[src/rtl/psr_n.sv]
// Parametrised parallel/serial shift register with frame counting and a holding register.
// Optional `PSR_PARITY_EN adds pout_par, the parity of each published frame.
module psr_n #(
   parameter int unsigned WIDTH     = 8,
   parameter int unsigned FRAME_LEN = 8,
   parameter bit          MSB_FIRST = 1'b1
) (
   input  logic             clk,
   input  logic             clr,
   input  logic             sin,
   input  logic             shift_en,
   input  logic             load,
   input  logic [WIDTH-1:0] pin,
   output logic             sout,
   output logic [WIDTH-1:0] pout,
   output logic             frame_vld,
   output logic             busy
`ifdef PSR_PARITY_EN
   ,
   output logic             pout_par
`endif
);

   localparam int unsigned CW = $clog2(FRAME_LEN + 1);
   localparam logic [CW-1:0] LAST = CW'(FRAME_LEN - 1);

   if (WIDTH < 2 || FRAME_LEN < 1 || FRAME_LEN > WIDTH) begin : g_bad_param
      $error("psr_n: need WIDTH>=2 and 1<=FRAME_LEN<=WIDTH");
   end

   logic [WIDTH-1:0] sreg;
   logic [WIDTH-1:0] sreg_nxt;
   logic [CW-1:0]    cnt;
   logic             frame_done;

   always_comb begin
      sreg_nxt = MSB_FIRST ? {sreg[WIDTH-2:0], sin} : {sin, sreg[WIDTH-1:1]};
   end

   // A frame completes on the shift that brings the count to FRAME_LEN; load takes precedence.
   assign frame_done = !load && shift_en && (cnt == LAST);

   always_ff @(posedge clk or posedge clr) begin
      if (clr) begin
         sreg      <= '0;
         cnt       <= '0;
         pout      <= '0;
         frame_vld <= 1'b0;
      end else if (load) begin
         sreg      <= pin;
         cnt       <= '0;
         frame_vld <= 1'b0;
      end else if (shift_en) begin
         sreg <= sreg_nxt;
         if (frame_done) begin
            cnt       <= '0;
            pout      <= sreg_nxt;
            frame_vld <= 1'b1;
         end else begin
            cnt       <= cnt + CW'(1);
            frame_vld <= 1'b0;
         end
      end else begin
         frame_vld <= 1'b0;
      end
   end

`ifdef PSR_PARITY_EN
   always_ff @(posedge clk or posedge clr) begin
      if (clr) begin
         pout_par <= 1'b0;
      end else if (frame_done) begin
         pout_par <= ^sreg_nxt;
      end
   end
`endif

   assign sout = MSB_FIRST ? sreg[WIDTH-1] : sreg[0];
   assign busy = (cnt != '0);

endmodule
[config.mk]
export PLATFORM = sky130hd
export DESIGN_NAME = psr_n
export DESIGN_NICKNAME = d
export VERILOG_FILES = /design/src/rtl/psr_n.sv
export SDC_FILE = /design/constraint.sdc
export NUM_CORES = 1
export LEC_CHECK = 0
export BUFFER_PORTS_ARGS = -buffer_cell sky130_fd_sc_hd__buf_2
export CAP_MARGIN = 20
export CORE_MARGIN = 5
export CORE_UTILIZATION = 32
export CTS_CLUSTER_DIAMETER = 100
export DETAILED_ROUTE_END_ITERATION = 6
export PLACE_DENSITY = 0.6
export SYNTH_ARGS = -nofsm -noshare
export SYNTH_HDL_FRONTEND = slang
export SYNTH_SLANG_ARGS = --single-unit
export TNS_END_PERCENT = 100
[constraint.sdc]
create_clock -name clk -period 1.6 [get_ports clk]
set_input_delay 0 -clock clk [delete_from_list [all_inputs] [get_ports clk]]
set_output_delay 0 -clock clk [all_outputs]
set_load 0.02 [all_outputs]
=== Yosys cells after proc, flatten, opt, wreduce, memory -nomap -nowiden ===
Index checks and enable logic that the tools add are counted.

* Register bits: 21
* Bits in latches: 0
* RAM bits: 0
* Bits in read-only memories: 0
* Input bits: 13
* Logic and storage cells: 21
* Memories: 0

* Add/sub/neg operators: 1
* Multipliers: 0
* Div/mod/pow operators: 0
* $lt $le $gt $ge: 0
* Equality and inequality tests: 1
* Shift-type cells: 0
* Mux-type cells: 8
* Bitwise operators: 1
* Reduce and logical (&&, ||, !) cells: 6

{| class="wikitable"
|+ Operators with widths
! kind !! number
|-
| 8-bit 2-to-1 mux || 2
|-
| 4-bit 2-to-1 mux || 3
|-
| 4-bit by 1-bit adder with 4-bit output (second input constant) || 1
|-
| 4-bit by 3-bit equality test with 1-bit output (second input constant) || 1
|-
| 4-bit nonzero test || 1
|-
| 1-bit 2-to-1 mux || 3
|-
| 3-bit AND reduction || 1
|-
| 1-bit logical AND || 2
|-
| 2-bit nonzero test || 1
|-
| 1-bit logical NOT || 1
|-
| 1-bit NOT || 1
|}

=== Longest topological paths before layout ===
* Depth in word-level cells: 6
* Depth in mapped cells: 4

=== Least setup slack after synthesis ===
Ideal clock, no wire load.

* Kind: reg2reg
* From: register cnt[0]
* To: register pout[0]
* Library setup time: 125 ps
* Arrival: 1491 ps
* Required time: 1475 ps
* Setup slack: -16 ps
* Cell stages (with the launch flop): 5
* Clock period less this slack: 1616 ps
* Cells stage by stage: dfrtp_1 > ha_1 > nand2_1 > nor4b_4 > mux2_2

* Cells in the longest elaborated chain, start to end: 3

{| class="wikitable"
|+ RTL lines
! item !! line !! text
|-
| from (decl) || 33 || <nowiki>logic [CW-1:0] cnt;</nowiki>
|-
| from (signal assigned) || 60 || <nowiki>cnt <= cnt + CW'(1);</nowiki>
|-
| 4-bit by 3-bit equality test with 1-bit output || 41 || <nowiki>assign frame_done = !load && shift_en && (cnt == LAST);</nowiki>
|-
| 1-bit logical AND || 41 ||
|-
| 3-bit AND reduction (no source line) || - ||
|-
| to (signal assigned) || 57 || <nowiki>pout <= sreg_nxt;</nowiki>
|-
| to (decl) || 15 || <nowiki>output logic [WIDTH-1:0] pout,</nowiki>
|}

Every way passes these cells.
A chain may end at the register's enable or synchronous reset.

=== Worst setup path in the final report ===
* From: register cnt[0]
* To: register pout[7]

The elaborated chain is that of the path after synthesis.

==> results.json <==
{
  "synthAdderAreaFrac": 0.0275,
  "maxSlewHeadroom": 0.763,
  "synth-simple-area-share": 0.102,
  "die_area_mm2": 0.00401,
  "timing.rr.start": "cnt[0]",
  "place_area_mm2": 0.00109,
  "n_antenna_cell": 0,
  "grt_first_pass_wirelength_mm": 3.08,
  "cts.sinks": 21,
  "gp_congestion": 0.731,
  "report.power.total_mw": 0.963,
  "antenna_found_initial": 0,
  "cp.required_ns": 1.79,
  "clk_latency_ns": 0.30,
  "vias": 682,
  "core_mm2": 0.00273,
  "totalWireLength_mm": 1.71,
  "slowest_stage": "dfrtp_1",
  "yosysUniqueCellTypes": 16,
  "cp.arrival_ns": 1.68,
  "dp.cells": 131,
  "antenna_left": 0,
  "drt-pass1-iter-count": 2,
  "synth_top_family_by_area": "multiplexers",
  "tightest_slew_ns": 0.355,
  "drv_cap": 0,
  "area_growth_pct": 35.2,
  "synth_mux_area_frac": 0.198,
  "final_cell_area_mm2": 0.00123,
  "critPathBufInv": 1,
  "rr_worst_depth": 5,
  "synth-compound-area-share": 0.0495,
  "fmax_mhz": 673,
  "dieHeight_um": 63.3,
  "post-route-period-util": 0.928,
  "path_max_fanout": 9,
  "syn_inst": 75,
  "clockBufferDepth": 2,
  "syn_nets": 90,
  "min_from": "load",
  "num_rows": 19,
  "post-route-min-period_ns": 1.48,
  "cp-start-kind": "flip-flop",
  "hold_violations": 0,
  "leakagePower_nw": 0.644,
  "reg2reg_slack_ns": 0.12,
  "initial_core_util": 0.333,
  "clk_pin_slew_ns": 0.11,
  "drt_iter0_markers": 5,
  "slew_viol_final": 0,
  "r2r-end": "pout[7]",
  "drive_above_1_share": 0.357,
  "cts_tree": "done",
  "hold_path_end": "cnt[0]",
  "port_buffers": 23,
  "grt_pass1_vias": 702,
  "power_density_mw_per_mm2": 783,
  "synth_seq_cells": 21,
  "outcome": "complete, no violations",
  "rsz0062_at_grt": "false",
  "post-cts-setup-buffers": 0,
  "avgSynthCellArea_um2": 12.1,
  "die_w_um": 63.3,
  "tns_ns": 0,
  "worstHoldPathType": "in -> reg",
  "nFillCells": 253,
  "avgRoutedWirePerCell_um": 11.7,
  "grt_overflow_total": 0,
  "fin_hold_ws_ns": 0.0884,
  "path_class": "reg -> reg",
  "yosys_warnings": 0,
  "synth_area_um2": 910,
  "synth_xor_area_frac": 0.0193,
  "hold_depth": 2,
  "grt_max_degree": 22,
  "numCtsBuffers": 3,
  "critPathTopFamily": "flip-flops",
  "skew_ns": 0.00248,
  "root_buffer": "clkbuf_4",
  "peakVddDrop_mv": 0.490,
  "via_per_inst": 4.67,
  "slowest_delay_ns": 0.37,
  "htreeDepth": 1,
  "path_cells": "ha_1 -> nand2_1 -> nor4b_4 -> buf_6 -> mux2_2",
  "ios": 24,
  "drc": 0,
  "grt.total_usage": 0.0943,
  "final_nets": 131,
  "setup_viol": 0,
  "hpwl_mm": 1.24,
  "endpoint_kind": "flip-flop",
  "layoutNonFillerInstCount": 146,
  "ys_seq_area_frac": 0.578
}
-- where the power goes --
group | leakage, nW | switching, mW | total [mW] | internal [mW]
registers | 0.277 | 0.0185 | 0.576 | 0.557
logic | 0.349 | 0.0694 | 0.143 | 0.0733
clock network | 0.0177 | 0.152 | 0.245 | 0.0931
total | 0.644 | 0.240 | 0.963 | 0.724
-- placed cells by master, fill, tap and decap left out --
cell type,synthesis,layout
inv_1,3,3
a21oi_1,1,1
nand4_1,1,1
dlygate4sd3_1,0,11
clkbuf_4,0,3
mux2_2,8,8
clkinv_2,0,1
nand2_1,11,11
mux2i_1,9,9
xnor2_1,1,1
o21ai_0,8,8
or3_1,1,1
nor2_1,4,4
buf_4,0,4
buf_6,0,1
ha_1,2,2
xor2_1,1,1
nor4b_4,1,1
dfrtp_1,21,21
buf_2,1,23
-- how the worst max path moves through the flow --
stage,from,to,cells after the start
detailed placement,cnt[0],pout[7],5
floorplan,cnt[0],pout[0],4
finish,cnt[0],pout[7],5
global placement,cnt[0],pout[2],5
global route,cnt[0],pout[7],5
CTS,cnt[0],pout[7],5
-- layout make-up --
type	instances	area, um^2	area share
inverter	3	11.3	0.00916
clock inverter	1	5.00	0.00407
multi-input combinational	48	360	0.293
clock buffer	3	22.5	0.0183
sequential	21	526	0.427
timing repair buffer	39	267	0.217
tap	31	38.8	0.0315
-- Yosys cell counts --
library cell  count  area share
ha_1              2       0.028
buf_2             1      0.0055
mux2_2            8       0.099
inv_1             3       0.012
clkbuf_1          2      0.0083
mux2i_1           9       0.099
o21ai_0           8       0.044
nand2_1          11       0.045
dfrtp_1          21        0.58
nor4b_4           1       0.026
xnor2_1           1      0.0096
a21oi_1           1      0.0055
nor2_1            4       0.017
xor2_1            1      0.0096
nand4_1           1      0.0069
or3_1             1      0.0069
-- cells by family (layout without fill, tap and decap cells) --
family / Yosys count / count (layout)
AO/OA/AOI/OAI: 9 / 9
multiplexers: 17 / 17
AND/OR/NAND/NOR: 18 / 18
XOR/XNOR: 2 / 2
flip-flops: 21 / 21
adder cells (fa/ha/maj): 2 / 2
buffers and inverters: 6 / 46
-- through the flow --
step	setup slack (ns)	utilization
floorplan	0.0261	-
global placement	0.113	0.398
detailed placement	0.0927	0.398
CTS	0.0741	0.449
global route	0.00941	0.450
finish	0.115	0.450
-- metal layers --
metal	share of wire	vias to the layer above	GRT usage
li1	-	336	-
met1	0.41	328	0.109
met2	0.52	18	0.163
met3	0.069	0	0.0426
met4	0	0	0.0156
met5	0	-	0
-- state kept, by name, summed over array words and instances (netlist names) --
register and count:
frame_vld 1, cnt 4, pout 8, sreg 8
-- what timing repair did --
action	CTS	global route
hold endpoints to repair	30	0
setup endpoints to repair	0	6
resized for setup	0	1
hold buffers	11	0
Note: power is estimated with default switching activity, not from simulation.
